`config.mk`:
```
export PLATFORM = sky130hd
export DESIGN_NAME = multicycle_ctrl
export DESIGN_NICKNAME = d
export VERILOG_FILES = /design/src/rtl/multicycle_ctrl.sv
export SDC_FILE = /design/constraint.sdc
export NUM_CORES = 1
export LEC_CHECK = 0
export BUFFER_PORTS_ARGS = -buffer_cell sky130_fd_sc_hd__buf_4
export CAP_MARGIN = 20
export CORE_AREA = 2 2 76 78
export DETAILED_ROUTE_END_ITERATION = 6
export DIE_AREA = 0 0 78 80
export PLACE_DENSITY_LB_ADDON = 0.05
export REMOVE_ABC_BUFFERS = 1
export SLEW_MARGIN = 30
export SYNTH_ARGS = -nofsm -noshare
export SYNTH_HDL_FRONTEND = slang
export SYNTH_SLANG_ARGS = --single-unit
```
`constraint.sdc`:
```
create_clock -name clk_i -period 3.1 [get_ports clk_i]
set_input_delay 0.31 -clock clk_i [delete_from_list [all_inputs] [get_ports clk_i]]
set_output_delay 0.31 -clock clk_i [all_outputs]
set_load 0.01 [all_outputs]
```
`src/rtl/multicycle_ctrl.sv`:
```
// Multi-cycle main control FSM: sequences the shared datapath through
// fetch/decode/execute/memory/writeback with ready handshake and traps.
module multicycle_ctrl #(
  parameter int TIMEOUT = 255,
  parameter int CNT_W   = 8
) (
  input  logic        clk_i,
  input  logic        rst_i,
  input  logic [5:0]  instr_op_i,
  input  logic [5:0]  instr_funct_i,
  input  logic        zero_i,
  input  logic        mem_ready_i,
  output logic        pc_write_o,
  output logic        ir_write_o,
  output logic        iord_o,
  output logic        mem_read_o,
  output logic        mem_write_o,
  output logic        reg_write_o,
  output logic [1:0]  reg_dst_o,
  output logic [1:0]  mem_to_reg_o,
  output logic        alu_src_a_o,
  output logic [1:0]  alu_src_b_o,
  output logic [2:0]  alu_op_o,
  output logic [1:0]  pc_src_o,
  output logic        illegal_o,
  output logic [3:0]  state_o,
  output logic [31:0] retired_o
);

  typedef enum logic [3:0] {
    FETCH  = 4'd0,
    DECODE = 4'd1,
    MEMADR = 4'd2,
    MEMRD  = 4'd3,
    MEMWB  = 4'd4,
    MEMWR  = 4'd5,
    EXEC   = 4'd6,
    ALUWB  = 4'd7,
    BRANCH = 4'd8,
    JUMP   = 4'd9,
    TRAP   = 4'd10
  } state_t;

  localparam logic [5:0] OP_R    = 6'h00;
  localparam logic [5:0] OP_J    = 6'h02;
  localparam logic [5:0] OP_JAL  = 6'h03;
  localparam logic [5:0] OP_BEQ  = 6'h04;
  localparam logic [5:0] OP_BNE  = 6'h05;
  localparam logic [5:0] OP_ADDI = 6'h08;
  localparam logic [5:0] OP_ORI  = 6'h0D;
  localparam logic [5:0] OP_LW   = 6'h23;
  localparam logic [5:0] OP_SW   = 6'h2B;
  localparam logic [5:0] FN_JR   = 6'h08;

  localparam logic [CNT_W-1:0] CNT_LAST = CNT_W'(TIMEOUT - 1);

  state_t            state;
  state_t            stateNext;
  logic [CNT_W-1:0]  waitCnt;
  logic [31:0]       retired;
  logic              illegalQ;

  logic              pcWrite;
  logic              irWrite;
  logic              iord;
  logic              memRead;
  logic              memWrite;
  logic              regWrite;
  logic [1:0]        regDst;
  logic [1:0]        memToReg;
  logic              aluSrcA;
  logic [1:0]        aluSrcB;
  logic [2:0]        aluOp;
  logic [1:0]        pcSrc;

  logic isR;
  logic opJr;
  logic opAlu;
  logic opMem;
  logic opBr;
  logic opJmp;
  logic waitState;
  logic timeoutHit;
  logic retireEv;

  // Dispatch classes are mutually exclusive so the decoder can be unique.
  assign isR   = instr_op_i == OP_R;
  assign opJr  = isR && instr_funct_i == FN_JR;
  assign opAlu = (isR && instr_funct_i != FN_JR)
              || instr_op_i == OP_ADDI
              || instr_op_i == OP_ORI;
  assign opMem = instr_op_i == OP_LW || instr_op_i == OP_SW;
  assign opBr  = instr_op_i == OP_BEQ || instr_op_i == OP_BNE;
  assign opJmp = instr_op_i == OP_J || instr_op_i == OP_JAL;

  assign waitState = state == FETCH
                  || state == MEMRD
                  || state == MEMWR;

  assign timeoutHit = waitState && !mem_ready_i
                   && waitCnt == CNT_LAST;

  assign retireEv = stateNext == FETCH
                 && (state == MEMWB || state == MEMWR
                  || state == ALUWB || state == BRANCH
                  || state == JUMP);

  always_ff @(posedge clk_i or negedge rst_i) begin
    if (!rst_i) begin
      state <= FETCH;
    end else begin
      state <= stateNext;
    end
  end

  // Any state change clears the counter; it only matters in wait states.
  always_ff @(posedge clk_i or negedge rst_i) begin
    if (!rst_i) begin
      waitCnt <= '0;
    end else if (stateNext != state) begin
      waitCnt <= '0;
    end else if (waitState && !mem_ready_i) begin
      waitCnt <= waitCnt + 1'b1;
    end
  end

  always_ff @(posedge clk_i or negedge rst_i) begin
    if (!rst_i) begin
      retired <= '0;
    end else if (retireEv) begin
      retired <= retired + 32'd1;
    end
  end

  always_ff @(posedge clk_i or negedge rst_i) begin
    if (!rst_i) begin
      illegalQ <= 1'b0;
    end else if (stateNext == TRAP) begin
      illegalQ <= 1'b1;
    end
  end

  always_comb begin
    stateNext = state;
    pcWrite   = 1'b0;
    irWrite   = 1'b0;
    iord      = 1'b0;
    memRead   = 1'b0;
    memWrite  = 1'b0;
    regWrite  = 1'b0;
    regDst    = 2'b00;
    memToReg  = 2'b00;
    aluSrcA   = 1'b0;
    aluSrcB   = 2'b00;
    aluOp     = 3'b000;
    pcSrc     = 2'b00;
    unique case (state)
      FETCH: begin
        memRead = 1'b1;
        aluSrcB = 2'b01;
        if (mem_ready_i) begin
          irWrite   = 1'b1;
          pcWrite   = 1'b1;
          stateNext = DECODE;
        end else if (timeoutHit) begin
          stateNext = TRAP;
        end
      end
      DECODE: begin
        aluSrcB = 2'b11;
        unique case (1'b1)
          opMem:   stateNext = MEMADR;
          opJr:    stateNext = JUMP;
          opAlu:   stateNext = EXEC;
          opBr:    stateNext = BRANCH;
          opJmp:   stateNext = JUMP;
          default: stateNext = TRAP;
        endcase
      end
      MEMADR: begin
        aluSrcA   = 1'b1;
        aluSrcB   = 2'b10;
        stateNext = (instr_op_i == OP_LW) ? MEMRD : MEMWR;
      end
      MEMRD: begin
        iord    = 1'b1;
        memRead = 1'b1;
        if (mem_ready_i) begin
          stateNext = MEMWB;
        end else if (timeoutHit) begin
          stateNext = TRAP;
        end
      end
      MEMWB: begin
        regWrite  = 1'b1;
        memToReg  = 2'b01;
        stateNext = FETCH;
      end
      MEMWR: begin
        iord     = 1'b1;
        memWrite = 1'b1;
        if (mem_ready_i) begin
          stateNext = FETCH;
        end else if (timeoutHit) begin
          stateNext = TRAP;
        end
      end
      EXEC: begin
        aluSrcA = 1'b1;
        if (isR) begin
          aluOp = 3'b010;
        end else begin
          aluSrcB = 2'b10;
          aluOp   = (instr_op_i == OP_ORI) ? 3'b011 : 3'b000;
        end
        stateNext = ALUWB;
      end
      ALUWB: begin
        regWrite  = 1'b1;
        regDst    = isR ? 2'b01 : 2'b00;
        stateNext = FETCH;
      end
      BRANCH: begin
        aluSrcA   = 1'b1;
        aluOp     = 3'b001;
        pcSrc     = 2'b01;
        pcWrite   = (instr_op_i == OP_BEQ) ? zero_i : !zero_i;
        stateNext = FETCH;
      end
      JUMP: begin
        pcWrite = 1'b1;
        if (isR) begin
          pcSrc = 2'b11;
        end else begin
          pcSrc = 2'b10;
          if (instr_op_i == OP_JAL) begin
            regWrite = 1'b1;
            regDst   = 2'b10;
            memToReg = 2'b10;
          end
        end
        stateNext = FETCH;
      end
      TRAP: begin
        stateNext = TRAP;
      end
      default: begin
        stateNext = TRAP;
      end
    endcase
  end

  // Gate with reset so nothing strobes while rst_i is held low.
  assign pc_write_o   = rst_i & pcWrite;
  assign ir_write_o   = rst_i & irWrite;
  assign iord_o       = rst_i & iord;
  assign mem_read_o   = rst_i & memRead;
  assign mem_write_o  = rst_i & memWrite;
  assign reg_write_o  = rst_i & regWrite;
  assign reg_dst_o    = rst_i ? regDst : 2'b00;
  assign mem_to_reg_o = rst_i ? memToReg : 2'b00;
  assign alu_src_a_o  = rst_i & aluSrcA;
  assign alu_src_b_o  = rst_i ? aluSrcB : 2'b00;
  assign alu_op_o     = rst_i ? aluOp : 3'b000;
  assign pc_src_o     = rst_i ? pcSrc : 2'b00;
  assign illegal_o    = illegalQ;
  assign state_o      = state;
  assign retired_o    = retired;

endmodule
```
==> results.sh <==
export IMPL_design_area_sq_um=3473
export IMPL_path_class="register to register"
export IMPL_power_density_nw_per_um2=637.3
export IMPL_ys_warnings_count=0
export IMPL_maxSlewHeadroom_pct=63.83
export IMPL_netSwitchingFraction_pct=39.45
export IMPL_synthSimpleGateAreaFrac_pct=28.82
export IMPL_ys_seq_area_share_pct=40.47
export IMPL_antenna_cells=0
export IMPL_synth_avg_cell_area_sq_um=9.595
export IMPL_clockPowerShare_pct=19.8
export IMPL_routed_wl_mm=6.094
export IMPL_grt_first_pass_wirelength_mm=10.31
export IMPL_setup_viol=0
export IMPL_design_core_area_sq_um=5405
export IMPL_fp_dieH_um=80
export IMPL_clkTransAtPathRegs_ns=0.08
export IMPL_hold_start="instr_op_i[3]"
export IMPL_r2r_start="state_o[2]"
export IMPL_final_common_cell="buf_4"
export IMPL_place_congestion=0.8593
export IMPL_avgRoutedWirePerCell_um=14.14
export IMPL_synth_cell_area_sq_um=2783
export IMPL_p_leak_uw=0.001626
export IMPL_crit_buf_inv=0
export IMPL_drive_gt1_share_pct=27.86
export IMPL_cts_tree="built"
export IMPL_slowest_delay_ns=0.54
export IMPL_final_cell_mix="buf_4 (76), dfrtp_1 (45), nand2_1 (28)"
export IMPL_place_hpwl_mm=4.557
export IMPL_ys_ff_latch=45
export IMPL_worst_slew_pin_slew_ns=0.5414
export IMPL_remaining_drc_errors=0
export IMPL_finalMaxSlewViolations=0
export IMPL_rsz0062_at_grt="no"
export IMPL_critical_path_max_fanout=14
export IMPL_syn_inst=290
export IMPL_cpLargestDelayFamily="compound AO/OA/AOI/OAI gates"
export IMPL_pwr_share_seq_pct=35.5
export IMPL_critical_path_arrival_ns=2.72
export IMPL_first_pass_iters=4
export IMPL_fin_setup_tns_ns=0
export IMPL_yosys_cell_types_count=62
export IMPL_async_flop_share_pct=100.0
export IMPL_power_uw=2214
export IMPL_globalRoute_totalOverflow=0
export IMPL_synth_top_family_by_area="simple AND/OR/NAND/NOR gates"
export IMPL_fin_crit_ns=2.527
export IMPL_finalNetCount=377
export IMPL_io_buffers=69
export IMPL_ir_drop_v=0.0003922
export IMPL_clk_latency_ns=0.29
export IMPL_die_width_um=78
export IMPL_synthMuxAreaShare_pct=0.4047
export IMPL_holdPathEnd="state_o[2]"
export IMPL_die_area_sq_um=6240
export IMPL_cp_slowest_cell="dfrtp_1"
export IMPL_hold_viol=0
export IMPL_grt_usage_pct=20.69
export IMPL_fin_crit_sh_pct=81.50
export IMPL_switching_power_uw=873.3
export IMPL_drtAntennaViolNets=0
export IMPL_start_kind="register"
export IMPL_grt_pass1_vias=2263
export IMPL_grt_antenna_before_repair=0
export IMPL_dpl_cell_area_sq_um=3352
export IMPL_r2r_end="waitCnt[1]"
export IMPL_vias=2354
export IMPL_fp_row_count=27
export IMPL_vias_per_cell=5.462
export IMPL_hp_class="input pin to register"
export IMPL_root_buffer="clkbuf_8"
export IMPL_required_ns=3.29
export IMPL_synth_edff_count=0
export IMPL_ios=71
export IMPL_endpoint_kind="register"
export IMPL_synth_compound_area_share_pct=10.12
export IMPL_initial_core_util_pct=51.48
export IMPL_clockBufferDepth=2
export IMPL_finClkSkew_ns=0.006323
export IMPL_r2r_slack_ns=0.57
export IMPL_holdPathStages=3
export IMPL_synthXorXnorAreaFrac_pct=13.53
export IMPL_status="completed"
export IMPL_syn_to_final_growth_pct=24.82
export IMPL_cts_made_buffers=5
export IMPL_yosys_area_share_adder_pct=1.349
export IMPL_cts_resized=0
export IMPL_drtIter0Drc=149
export IMPL_rr_worst_depth=6
export IMPL_path_cells="nor4b_2 -> a22o_1 -> and3_1 -> o311ai_1 -> o41a_4 -> a2111oi_4"
export IMPL_combPwrFrac_pct=44.7
export IMPL_p_int_uw=1340
export IMPL_fmax_mhz=395.8
export IMPL_cts_sinks=45
export IMPL_maxCapViolations=0
export IMPL_ys_flop_type="dfrtp_1"
export IMPL_grt_max_degree=38
export IMPL_htree_levels=2
==> worst max path at each step <==
stage,start,end,slack [ns],cells past startpoint
2_1_floorplan,state_o[2],retired_o[13],0.68,5
3_3_place_gp,state_o[2],waitCnt[1],0.75,6
3_5_place_dp,state_o[2],waitCnt[1],0.63,6
4_1_cts,state_o[2],waitCnt[1],0.58,6
5_1_grt,state_o[2],waitCnt[1],0.39,6
6_report,state_o[2],waitCnt[1],0.57,6
==> worst reg2reg max path, cell delays in order, from the launching register on <==
cell and delay, ns:
dfrtp_1 0.54, nor4b_2 0.33, a22o_1 0.40, and3_1 0.27, o311ai_1 0.15, o41a_4 0.45
a2111oi_4 0.28
==> logic make-up (layout without fill, tap and decap cells) <==
family,count (synthesis),count (layout)
other cells,1,1
fa+ha+maj,3,3
compound gates,31,31
buf+inv,30,99
flops,45,45
mux,1,1
xor+xnor,43,43
simple gates,136,136
==> power groups by stage <==
stage / clock network, uW / logic (uW) / registers (uW)
after floorplan: 0 / 564 / 843
after detailed placement: 0 / 986 / 797
final: 439 / 989 / 785
after global placement: 0 / 974 / 788
after CTS: 458 / 993 / 785
after global routing: 486 / 1090 / 800
==> stage by stage <==
step	instances	setup slack, ns	hold slack, ns	util [%]
2_1_floorplan	274	0.6840	0.01441	-
3_3_place_gp	422	0.7460	0.1865	62.01
3_5_place_dp	422	0.6336	0.1804	62.01
4_1_cts	431	0.5804	0.3919	64.26
5_1_grt	431	0.3879	0.4115	64.26
6_report	431	0.5734	0.4005	64.26
==> flip-flops by register name, indices dropped and copies added, names as in the netlist <==
register,cells
illegal_o,1
retired_o,32
state_o,4
waitCnt,8
==> cells in the mapped netlist (2+ instances only) <==
cell type	number	area, sq um
nand3_1	12	60.06
nand2_1	28	105.1
nor4b_1	2	17.52
nor3_1	23	115.1
buf_4	3	22.52
inv_1	13	48.80
xnor2_1	22	192.7
nor3b_1	2	15.01
and3_1	9	56.30
buf_1	2	7.510
clkbuf_1	5	18.77
dfrtp_1	45	1126
o21ai_0	4	20.02
nand4_1	14	87.58
a21oi_1	6	30.03
nor3_2	3	30.03
nor2_1	17	63.81
nor4_1	5	31.28
xor2_1	21	183.9
ha_1	3	37.54
a311oi_1	3	26.28
buf_2	4	20.02
buf_6	2	22.52
o211ai_1	2	15.01
nor4bb_1	3	30.03
==> layout make-up <==
class,instances,area (sq um)
Fill cell,484,1932
Multi-Input combinational cell,215,1513
Sequential cell,45,1126
Timing Repair Buffer,77,580.6
Tap cell,72,90.09
Clock buffer,6,72.57
Inverter,14,52.55
Clock inverter,2,38.79
==> routing by layer <==
layer	part of all wire, %	global-route usage [%]	up-vias	wire length, um
met5	0	0	-	0
met4	0.39	4.912	0	24
met3	4.5	3.846	2	274
met2	48	34.31	57	2937
met1	47	28.22	1122	2858
li1	-	-	1173	-
==> what timing repair did <==
action / CTS / global route
hold buffers: 1 / 0
endpoints found under the setup margin: 0 / 0
setup buffers: 0 / 0
endpoints found under the hold margin: 11 / 0
Note: power is estimated with default switching activity, not from simulation.
